<file path="src/rtl/effect_gain_controller_pkg.sv">
// effect_gain_controller_pkg: shared constants and helpers for the effect gain controller
//   DEBOUNCE_CYCLES_50M : 10 ms of key stability at 50 MHz
//   REPEAT_DELAY_50M    : 0.5 s hold before the first auto-repeat at 50 MHz
//   REPEAT_PERIOD_50M   : 0.1 s between auto-repeats at 50 MHz
//   mode_w()            : width of a mode index for a given number of modes (at least 1 bit)
package effect_ctrl_pkg;

    localparam int DEBOUNCE_CYCLES_50M = 500000;
    localparam int REPEAT_DELAY_50M    = 25000000;
    localparam int REPEAT_PERIOD_50M   = 5000000;

    function automatic int mode_w(input int modes);
        return (modes > 1) ? $clog2(modes) : 1;
    endfunction

endpackage

</file>
<file path="src/rtl/effect_gain_controller_if.sv">
// effect_gain_controller_if: key/switch inputs and gain outputs of the effect gain controller
//   key_up_n, key_down_n : raw active-low keys
//   mode_sw              : raw mode slide switches, highest set bit wins
//   gain_num, gain_den   : signed gain ratio of the active mode
//   mode                 : active mode index
//   changed              : one-cycle strobe when gain_num or mode takes a new value
//   master drives keys/switches, slave (the controller) drives the gain outputs
interface effect_gain_controller_if
    import effect_ctrl_pkg::*;
#(
    parameter int GAIN_W = 16,
    parameter int NUM_SW = 2
);
    localparam int MW = mode_w(NUM_SW + 1);

    logic                     key_up_n;
    logic                     key_down_n;
    logic [NUM_SW-1:0]        mode_sw;
    logic signed [GAIN_W-1:0] gain_num;
    logic signed [GAIN_W-1:0] gain_den;
    logic [MW-1:0]            mode;
    logic                     changed;

    modport master (
        output key_up_n, key_down_n, mode_sw,
        input  gain_num, gain_den, mode, changed
    );

    modport slave (
        input  key_up_n, key_down_n, mode_sw,
        output gain_num, gain_den, mode, changed
    );

endinterface

</file>
<file path="src/rtl/effect_gain_controller_key_debouncer.sv">
// key_debouncer: synchronises, debounces and auto-repeats one active-low key
//   CLK, RST   : clock and synchronous active-high reset
//   key_n      : raw active-low key
//   press      : one-cycle pulse in the cycle the debounced level falls
//   repeat_evt : one-cycle pulse REPEAT_DELAY cycles after press, then every REPEAT_PERIOD
module key_debouncer #(
    parameter int DEBOUNCE_CYCLES = 500000,
    parameter int REPEAT_DELAY    = 25000000,
    parameter int REPEAT_PERIOD   = 5000000
) (
    input  logic CLK,
    input  logic RST,
    input  logic key_n,
    output logic press,
    output logic repeat_evt
);
    localparam int DW   = $clog2(DEBOUNCE_CYCLES + 1);
    localparam int HMAX = (REPEAT_DELAY > REPEAT_PERIOD) ? REPEAT_DELAY : REPEAT_PERIOD;
    localparam int HW   = $clog2(HMAX + 1);

    logic          s1, s2, db;
    logic [DW-1:0] cnt;
    logic [HW-1:0] h, hn;
    logic          ph;
    logic          flip, fall, rise, fire;

    // ph selects the first-repeat delay (0) or the steady repeat period (1)
    always_comb begin
        flip = (s2 != db) && (cnt == DW'(DEBOUNCE_CYCLES - 1));
        fall = flip && !s2;
        rise = flip && s2;
        hn   = h + HW'(1);
        fire = !db && !rise && (hn == (ph ? HW'(REPEAT_PERIOD) : HW'(REPEAT_DELAY)));
    end

    always_ff @(posedge CLK) begin
        if (RST) begin
            s1         <= 1'b1;
            s2         <= 1'b1;
            db         <= 1'b1;
            cnt        <= '0;
            h          <= '0;
            ph         <= 1'b0;
            press      <= 1'b0;
            repeat_evt <= 1'b0;
        end else begin
            s1         <= key_n;
            s2         <= s1;
            press      <= fall;
            repeat_evt <= fire;
            if (s2 != db) begin
                cnt <= flip ? '0 : cnt + DW'(1);
                if (flip)
                    db <= s2;
            end else begin
                cnt <= '0;
            end
            // hold counter runs only while held and not being released this cycle
            if (!db && !rise) begin
                h  <= fire ? '0 : hn;
                ph <= ph | fire;
            end else begin
                h  <= '0;
                ph <= 1'b0;
            end
        end
    end

endmodule

</file>
<file path="src/rtl/effect_gain_controller.sv">
// effect_gain_controller: push-button per-mode saturating gain controller for gain-based effects
//   CLK, RST : clock and synchronous active-high reset
//   bus      : slave side of effect_gain_controller_if (keys and mode switches in,
//              gain_num/gain_den/mode/changed out)
module effect_gain_controller
    import effect_ctrl_pkg::*;
#(
    parameter int GAIN_W          = 16,
    parameter int GAIN_MIN        = 1,
    parameter int GAIN_MAX        = 50,
    parameter int GAIN_INIT       = 1,
    parameter int GAIN_STEP       = 1,
    parameter int GAIN_DEN        = 1,
    parameter int NUM_SW          = 2,
    parameter int DEBOUNCE_CYCLES = DEBOUNCE_CYCLES_50M,
    parameter int REPEAT_DELAY    = REPEAT_DELAY_50M,
    parameter int REPEAT_PERIOD   = REPEAT_PERIOD_50M
) (
    input logic CLK,
    input logic RST,
    effect_gain_controller_if.slave bus
);
    localparam int MODES = NUM_SW + 1;
    localparam int MW    = mode_w(MODES);

    // widened by one bit so the step can never wrap before clamping
    localparam logic signed [GAIN_W:0] MAX_X  = (GAIN_W + 1)'(GAIN_MAX);
    localparam logic signed [GAIN_W:0] MIN_X  = (GAIN_W + 1)'(GAIN_MIN);
    localparam logic signed [GAIN_W:0] STEP_X = (GAIN_W + 1)'(GAIN_STEP);

    logic                     up_press, up_rep, dn_press, dn_rep;
    logic                     up_evt, dn_evt;
    logic [NUM_SW-1:0]        ms1, ms2;
    logic [MW-1:0]            mode_r, mode_next;
    logic signed [GAIN_W-1:0] gains [MODES];
    logic signed [GAIN_W-1:0] gain_num_r, g_cur, g_nxt;
    logic signed [GAIN_W:0]   g_x, up_x, dn_x, g_up, g_dn;
    logic                     changed_r;

    key_debouncer #(
        .DEBOUNCE_CYCLES(DEBOUNCE_CYCLES),
        .REPEAT_DELAY   (REPEAT_DELAY),
        .REPEAT_PERIOD  (REPEAT_PERIOD)
    ) u_up (
        .CLK       (CLK),
        .RST       (RST),
        .key_n     (bus.key_up_n),
        .press     (up_press),
        .repeat_evt(up_rep)
    );

    key_debouncer #(
        .DEBOUNCE_CYCLES(DEBOUNCE_CYCLES),
        .REPEAT_DELAY   (REPEAT_DELAY),
        .REPEAT_PERIOD  (REPEAT_PERIOD)
    ) u_dn (
        .CLK       (CLK),
        .RST       (RST),
        .key_n     (bus.key_down_n),
        .press     (dn_press),
        .repeat_evt(dn_rep)
    );

    // highest set switch wins; later iterations override earlier ones
    always_comb begin
        mode_next = '0;
        for (int i = 0; i < NUM_SW; i++)
            if (ms2[i])
                mode_next = MW'(i + 1);
    end

    // opposing events in the same cycle cancel
    always_comb begin
        up_evt = up_press | up_rep;
        dn_evt = dn_press | dn_rep;
        g_cur  = gains[mode_r];
        g_x    = {g_cur[GAIN_W-1], g_cur};
        up_x   = g_x + STEP_X;
        dn_x   = g_x - STEP_X;
        g_up   = (up_x > MAX_X) ? MAX_X : up_x;
        g_dn   = (dn_x < MIN_X) ? MIN_X : dn_x;
        g_nxt  = (up_evt && !dn_evt) ? g_up[GAIN_W-1:0] :
                 (dn_evt && !up_evt) ? g_dn[GAIN_W-1:0] : g_cur;
    end

    always_ff @(posedge CLK) begin
        if (RST) begin
            ms1        <= '0;
            ms2        <= '0;
            mode_r     <= '0;
            gain_num_r <= GAIN_W'(GAIN_INIT);
            changed_r  <= 1'b0;
            for (int i = 0; i < MODES; i++)
                gains[i] <= GAIN_W'(GAIN_INIT);
        end else begin
            ms1            <= bus.mode_sw;
            ms2            <= ms1;
            mode_r         <= mode_next;
            gains[mode_r]  <= g_nxt;
            gain_num_r     <= g_cur;
            changed_r      <= (g_cur != gain_num_r) || (mode_next != mode_r);
        end
    end

    assign bus.gain_num = gain_num_r;
    assign bus.gain_den = GAIN_W'(GAIN_DEN);
    assign bus.mode     = mode_r;
    assign bus.changed  = changed_r;

endmodule

</file>
<file path="src/flat_wrapper.sv">
// flat-port wrapper written by rule: the top's interface ports become plain ports
module effect_gain_controller_flat import effect_ctrl_pkg::*;
#(
    parameter int GAIN_W          = 16,
    parameter int GAIN_MIN        = 1,
    parameter int GAIN_MAX        = 50,
    parameter int GAIN_INIT       = 1,
    parameter int GAIN_STEP       = 1,
    parameter int GAIN_DEN        = 1,
    parameter int NUM_SW          = 2,
    parameter int DEBOUNCE_CYCLES = DEBOUNCE_CYCLES_50M,
    parameter int REPEAT_DELAY    = REPEAT_DELAY_50M,
    parameter int REPEAT_PERIOD   = REPEAT_PERIOD_50M
)
  (CLK, RST, bus_key_up_n, bus_key_down_n, bus_mode_sw, bus_gain_num, bus_gain_den, bus_mode, bus_changed);
  effect_gain_controller_if #(.GAIN_W(GAIN_W), .NUM_SW(NUM_SW)) bus_i ();
  input logic CLK;
  input logic RST;
  input wire logic [$bits(bus_i.key_up_n)-1:0] bus_key_up_n;
  input wire logic [$bits(bus_i.key_down_n)-1:0] bus_key_down_n;
  input wire logic [$bits(bus_i.mode_sw)-1:0] bus_mode_sw;
  output wire logic [$bits(bus_i.gain_num)-1:0] bus_gain_num;
  output wire logic [$bits(bus_i.gain_den)-1:0] bus_gain_den;
  output wire logic [$bits(bus_i.mode)-1:0] bus_mode;
  output wire logic [$bits(bus_i.changed)-1:0] bus_changed;
  assign bus_i.key_up_n = bus_key_up_n;
  assign bus_i.key_down_n = bus_key_down_n;
  assign bus_i.mode_sw = bus_mode_sw;
  assign bus_gain_num = bus_i.gain_num;
  assign bus_gain_den = bus_i.gain_den;
  assign bus_mode = bus_i.mode;
  assign bus_changed = bus_i.changed;
  effect_gain_controller #(.GAIN_W(GAIN_W), .GAIN_MIN(GAIN_MIN), .GAIN_MAX(GAIN_MAX), .GAIN_INIT(GAIN_INIT), .GAIN_STEP(GAIN_STEP), .GAIN_DEN(GAIN_DEN), .NUM_SW(NUM_SW), .DEBOUNCE_CYCLES(DEBOUNCE_CYCLES), .REPEAT_DELAY(REPEAT_DELAY), .REPEAT_PERIOD(REPEAT_PERIOD)) u_core (.CLK(CLK), .RST(RST), .bus(bus_i));
endmodule
</file>
<file path="config.mk">
export PLATFORM = sky130hd
export DESIGN_NAME = effect_gain_controller_flat
export DESIGN_NICKNAME = d
export VERILOG_FILES = /design/src/rtl/effect_gain_controller_pkg.sv /design/src/rtl/effect_gain_controller_if.sv /design/src/rtl/effect_gain_controller_key_debouncer.sv /design/src/rtl/effect_gain_controller.sv /design/src/flat_wrapper.sv
export SDC_FILE = /design/constraint.sdc
export NUM_CORES = 1
export LEC_CHECK = 0
export ABC_AREA = 1
export CORE_MARGIN = 1.5
export CORE_UTILIZATION = 60
export CTS_CLUSTER_SIZE = 8
export DETAILED_ROUTE_END_ITERATION = 16
export PLACE_DENSITY = 0.81
export SLEW_MARGIN = 20
export SYNTH_ARGS = -nofsm -noshare
export SYNTH_HDL_FRONTEND = slang
export SYNTH_SLANG_ARGS = --single-unit
</file>
<file path="constraint.sdc">
create_clock -name CLK -period 3.2 [get_ports CLK]
set_input_delay 0.32 -clock CLK [delete_from_list [all_inputs] [get_ports CLK]]
set_output_delay 0.32 -clock CLK [all_outputs]
set_load 0.02 [all_outputs]
</file>
Yosys cells after proc, flatten, opt, wreduce, memory -nomap -nowiden
Memory sizes are Yosys's and may differ from the RTL's. A register that Yosys moved wholly into a read port is not among the register bits.
Index checks and enable logic that the tools add are counted.
{"block": "word_totals", "reg_bits": 123, "mem_bits_rw": 48, "inputBits": 6, "mem_count": 1}
{"name": "u_core.gains", "depth": 3, "word_bits": 16, "read_ports": 1, "rd_clocked_by_memory_dff": 1, "write_ports": 3, "line_no": "effect_gain_controller.sv:35", "text": "logic signed [GAIN_W-1:0] gains [MODES];"}
{"block": "classes", "n_addsub": 6, "n_lt_le_gt_ge": 2, "n_eq_ne": 8, "muxes": 15, "bitwise": 8, "n_reduce_logical": 30}
{"operator": "2-to-1 mux 16 bit", "n": 5}
{"operator": "adder 25 x 1 -> 25 bit, second input constant", "n": 2}
{"operator": "equality test 25 bit", "n": 2}
{"operator": "2-to-1 mux 25 bit", "n": 2}
{"operator": "adder 19 x 1 -> 19 bit, second input constant", "n": 2}
{"operator": "equality test 19 bit, second input constant", "n": 2}
{"operator": "adder 16 x 2 -> 17 bit, second input constant", "n": 1}
{"operator": "greater-than comparator 17 x 7 -> 1 bit, second input constant", "n": 1}
{"operator": "< comparator 17 x 2 -> 1 bit, second input constant", "n": 1}
{"operator": "subtractor 16 x 2 -> 17 bit, second input constant", "n": 1}
{"operator": "!= test 16 bit", "n": 1}
{"operator": "OR reduction 16 bit", "n": 1}
{"operator": "logical AND 1 bit", "n": 12}
{"operator": "OR reduction 3 bit", "n": 4}
{"operator": "logical NOT 1 bit", "n": 8}
{"operator": "2-to-1 mux 2 bit", "n": 3}
{"operator": "2-to-1 mux 1 bit", "n": 5}
{"operator": "NOT 1 bit", "n": 4}
{"operator": "bitwise OR 1 bit", "n": 4}
{"operator": "AND reduction 2 bit", "n": 2}
{"operator": "OR reduction 2 bit", "n": 2}
{"operator": "!= test 1 bit", "n": 2}
{"operator": "!= test 2 bit", "n": 1}
{"operator": "logical OR 1 bit", "n": 1}

Logic depth before layout (Yosys ltp)
{"block": "logic_depth", "word_depth": 7, "mapped_depth": 22, "ltp_nobuf": 21}

Cells and area by module
Synthesis repeated with hierarchy kept, for this count alone.
{"block": "unflattened", "hier_cells": 1674, "area_unflattened_um2": 11239.5}
{"mod": "key_debouncer", "n_inst": 2, "cells_each": 461, "area_per_inst_um2": 2847.7, "seq_area_each_um2": 1001.0}
{"mod": "effect_gain_controller", "n_inst": 1, "cells_each": 752, "area_per_inst_um2": 5544.1, "seq_area_each_um2": 2382.3}

Worst setup path after synthesis
OpenSTA, ideal clock, no wires.
{"block": "synth_path", "path_kind": "reg2reg", "startpoint": "reg u_core.mode_r[0] (netlist: u_core.bus.mode[0])", "endpoint": "mem u_core.gains[0][10], data pin", "setup_ns": 0.147, "arrival_time_ns": 2.542, "required_ns": 3.053, "slack_ns": 0.511, "stages_incl_launch_ff": 21, "period_less_slack_ns": 2.689, "cell_sequence": "dfxtp_1 buf_6 buf_8 nand3_1 nand2_1 inv_1 nand2_2 ha_1 inv_1 nor2_1 nand2_1 nor2_1 nand2_1 nand2_1 nand3_1 nor2_1 nand3_1 nand2_4 buf_12 nand2_4 a21oi_1"}
{"element": "from (decl)", "line_no": "effect_gain_controller.sv:34", "text": "logic [MW-1:0] mode_r, mode_next;"}
{"element": "from (signal assigned)", "line_no": "effect_gain_controller.sv:98", "text": "mode_r <= mode_next;"}
{"element": "to (decl)", "line_no": "effect_gain_controller.sv:35"}

==> implementation parameters <==
Parameter                              Value

Run status
  Run status    complete, no violations

Synth
  Proportion of synthesized chip area in sequential cells    about two fifths
  Average cell area after synthesis    around 7.3 um2
  Primary FF master, synth    sky130_fd_sc_hd__dfxtp_1
  #FFs+latches synth    roughly 190
  Fraction of registers with async set or reset after synthesis    0%
  Area of the mapped netlist    10500 um2
  Gate Count Post-Synth    1452
  Number of enable-type register cells in the synthesized netlist    64
  Synth cell types    between 40 and 50
  Synth warnings    0

Finish
  Share of cells above drive strength 1    a little over a tenth
  Area grow syn2layout    11.0%
  Finished Cell Area    11700 um2
  Final core utilization    approximately two thirds
  Number of diodes added for antenna fixing    0
  Total Nets Final    ~1500
  Fill cells    around 1400

Timing
  Setup violators final    0
  Hold Vio Cnt, Final    0
  Fin crit share    a little over nine tenths
  Minimum clock period    3.03 ns
  Highest achievable clock rate    between 300 and 400 MHz
  Worst clock skew    about 0.013 ns
  Max-Slew Margin vs Limit    around 40%
  Final Slew Violations    0
  Slew at the pin closest to its max-slew limit    0.903 ns

Floorplanning
  Area of the placeable core    about 17000 um2
  Initial core utilization    between 60% and 70%
  Die Width    136 um
  Number of rows in the core area    48
  Io pins    41
  DIE AREA    approximately 18000 um2
  Die H    136 um

Worst hold path
  Hold/Removal Path Class    reg2reg

Detailed routing
  DRT iter0 DRCs    around 900
  DRC Markers    0
  Count of TritonRoute iterations in the first routing pass    5
  Antenna Nets Post-Route    0
  Post-detailed-routing wire length    approximately 26 mm
  Post-detailed-route wirelength per cell    about 15 um
  Vias    9691
  Post-DR vias/cell    5.58

Global routing
  Antenna violations before repair    0
  Number of global-route vias before repair    about 9000
  Total global-route track usage    between 20% and 30%
  Remaining global-route overflow    0
  Largest net degree at the start of global routing    37
  First-pass GRT wire length    42.2 mm

Critical path
  CP max FO    24
  Critical Path Start Type    flip-flop
  Kind of critical path    reg2reg
  Signal arrival time at the worst endpoint    around 3.3 ns
  Worst setup startpoint    u_core.bus.mode[1]$_SDFF_PP0_
  Critical Path Sink Type    flip-flop
  Flop-to-flop setup slack    between 0.15 and 0.2 ns
  Critical register-to-register path endpoint    u_core.gains[2][14]$_SDFFCE_PN0P_
  WP data required    ~3.5 ns
  Worst reg2reg path startpoint    u_core.bus.mode[1]$_SDFF_PP0_
  Endpoint of the worst setup timing path    u_core.gains[2][14]$_SDFFCE_PN0P_
  Worst R2R Path Depth    22

Clocking
  Clock Pin Slew Worst Setup and Hold Paths    0.07 ns
  Number of buffers on the longest clock path    2
  Clock sinks    187
  Post-CTS Hold Fix Bufs    0
  CTS tree    built
  Clk Latency, worst-skew pair    ~0.45 ns
  CTS Root Cell    sky130_fd_sc_hd__clkbuf_16
  H-Tree Depth    4
  Inserted Clock Buffers    17

Place
  Placement Cell Area    approximately 11000 um2
  Routability congestion estimate from global placement    about 1.0
  IO buf count    24
  DP HPWL    18.9 mm

Pwr
  Worst-case vdd ir drop    around 530 uV
  Total power divided by cell area    approximately 460 nW/um2
  Reported leakage power    roughly 0.0048 uW

Run
  Maximum capacitance violations    0
==> state kept, by name, summed over array words and instances (netlist names), 2 cells and up <==
name and count:
u_core.bus.mode 2, u_core.ms1 2, u_core.u_dn.h 25, u_core.u_dn.cnt 19, u_core.bus.gain_num 16, u_core.u_up.cnt 19
u_core.ms2 2, u_core.gains 64, u_core.u_up.h 25
==> cell usage in the layout, fill, tap and decap left out, types with 3 or more instances in the layout <==
cell and n:
sky130_fd_sc_hd__clkbuf_16 19, sky130_fd_sc_hd__o21a_1 4, sky130_fd_sc_hd__nand3_1 126, sky130_fd_sc_hd__dfxtp_1 122, sky130_fd_sc_hd__inv_1 144, sky130_fd_sc_hd__nand2_2 24, sky130_fd_sc_hd__inv_2 9, sky130_fd_sc_hd__nor3b_1 5
sky130_fd_sc_hd__nor3_1 48, sky130_fd_sc_hd__nand3_2 6, sky130_fd_sc_hd__conb_1 16, sky130_fd_sc_hd__edfxtp_1 64, sky130_fd_sc_hd__xor2_1 41, sky130_fd_sc_hd__buf_12 3, sky130_fd_sc_hd__nor4_1 6, sky130_fd_sc_hd__nand4_1 26
sky130_fd_sc_hd__clkinv_4 3, sky130_fd_sc_hd__nand2_4 11, sky130_fd_sc_hd__nor2_1 229, sky130_fd_sc_hd__inv_6 5, sky130_fd_sc_hd__xnor2_1 10, sky130_fd_sc_hd__nor2_4 11, sky130_fd_sc_hd__o2111ai_1 3, sky130_fd_sc_hd__ha_1 9
sky130_fd_sc_hd__a21oi_1 67, sky130_fd_sc_hd__clkdlybuf4s50_1 24, sky130_fd_sc_hd__o211ai_1 7, sky130_fd_sc_hd__nand2_1 355, sky130_fd_sc_hd__a31oi_1 4, sky130_fd_sc_hd__buf_4 38, sky130_fd_sc_hd__nor2_2 16, sky130_fd_sc_hd__o21ai_0 22
sky130_fd_sc_hd__or2_2 9, sky130_fd_sc_hd__o21ai_1 4
==> synthesized netlist by cell type, drive strengths merged, types with 14 or more instances <==
library cell  number  area [um2]
a21oi             67         335
buf               37         329
clkbuf            14        52.6
dfxtp            123        2460
edfxtp            64        1920
inv              154         581
nand2            389        1600
nand3            132         686
nand4             26         163
nor2             257        1100
nor3              50         255
o21ai             26         130
xor2              41         359
==> layout make-up <==
class	count	area, um2	share of cell area (%)
flip-flops and latches	187	4390	37.5
inverters	154	581	4.96
clock inverters	11	93.8	0.802
repair buffers	65	586	5.00
well taps	225	282	2.41
clock buffers	21	503	4.30
multi-input cells	1075	5270	45.0
==> worst min-delay path by stage <==
| stage | end | from | slack, ns | depth (start not counted) |
|---|---|---|---|---|
| finish | u_core.ms2[1]$_SDFF_PP0_ | u_core.ms1[1]$_SDFF_PP0_ | 0.40 | 2 |
| global route | u_core.ms2[1]$_SDFF_PP0_ | u_core.ms1[1]$_SDFF_PP0_ | 0.41 | 2 |
| CTS | u_core.ms2[1]$_SDFF_PP0_ | u_core.ms1[1]$_SDFF_PP0_ | 0.40 | 2 |
| detailed placement | u_core.ms2[1]$_SDFF_PP0_ | u_core.ms1[1]$_SDFF_PP0_ | 0.39 | 2 |
| global placement | u_core.ms2[0]$_SDFF_PP0_ | u_core.ms1[0]$_SDFF_PP0_ | 0.39 | 2 |
| floorplan | u_core.ms2[0]$_SDFF_PP0_ | u_core.ms1[0]$_SDFF_PP0_ | 0.39 | 2 |
==> routing by layer <==
layer | share of wire (%) | routed length (um) | GRT usage (%) | vias up
met5 | 0 | 0 | 0 | -
met2 | 47 | 12300 | 48.5 | 397
met1 | 42 | 10900 | 36.6 | 4444
li1 | - | - | - | 4779
met3 | 6.6 | 1710 | 4.75 | 71
met4 | 4.5 | 1170 | 15.4 | 0
==> power by group <==
group	switching, uW	internal [uW]
Combinational	449	229
Clock	972	1150
Sequential	26.6	2500
==> worst max-delay path, cell delays in order, from the launching register on <==
cell,delay [ns]
sky130_fd_sc_hd__dfxtp_1,0.36
sky130_fd_sc_hd__buf_12,0.18
sky130_fd_sc_hd__nor2_8,0.19
sky130_fd_sc_hd__nand2_1,0.10
sky130_fd_sc_hd__nand2_1,0.10
sky130_fd_sc_hd__inv_1,0.06
sky130_fd_sc_hd__nand2_2,0.06
sky130_fd_sc_hd__ha_1,0.20
sky130_fd_sc_hd__inv_1,0.07
sky130_fd_sc_hd__nor2_1,0.14
sky130_fd_sc_hd__nand2_1,0.12
sky130_fd_sc_hd__nor2_1,0.18
sky130_fd_sc_hd__nand2_1,0.07
sky130_fd_sc_hd__nand2_1,0.08
sky130_fd_sc_hd__nand2_1,0.05
sky130_fd_sc_hd__inv_1,0.05
sky130_fd_sc_hd__nand2_1,0.05
sky130_fd_sc_hd__nor2_1,0.11
sky130_fd_sc_hd__nand3_2,0.15
sky130_fd_sc_hd__nand2_4,0.17
sky130_fd_sc_hd__buf_4,0.15
sky130_fd_sc_hd__nand2_2,0.08
sky130_fd_sc_hd__a21oi_1,0.16
==> cell families (layout without fill, tap and decap cells) <==
group / after synthesis / in the layout / synth area share [%]
flip-flops: 187 / 187 / 41.6
XOR/XNOR: 51 / 51 / 4.24
AO/OA/AOI/OAI: 119 / 119 / 6.26
other: 2 / 16 / 0.0713
AND/OR/NAND/NOR: 879 / 880 / 37.6
buffers and inverters: 205 / 251 / 9.13
adder cells (fa/ha/maj): 9 / 9 / 1.07
==> timing repair <==
action,CTS,global route
resized for setup,0,4
setup endpoints to repair,0,40
setup buffers,0,6
==> per-stage QoR <==
stage	setup TNS [ns]	setup slack (ns)	total power [uW]	std cells	hold WS (ns)
finish	0	0.169	5330	1738	0.398
global route	-0.0482	-0.0208	5490	1738	0.414
CTS	0	0.183	5280	1731	0.398
detailed placement	0	0.223	3200	1699	0.392
global placement	0	0.291	3190	1699	0.392
floorplan	0	0.511	3030	1466	0.388
Note: power is estimated with default switching activity, not from simulation.
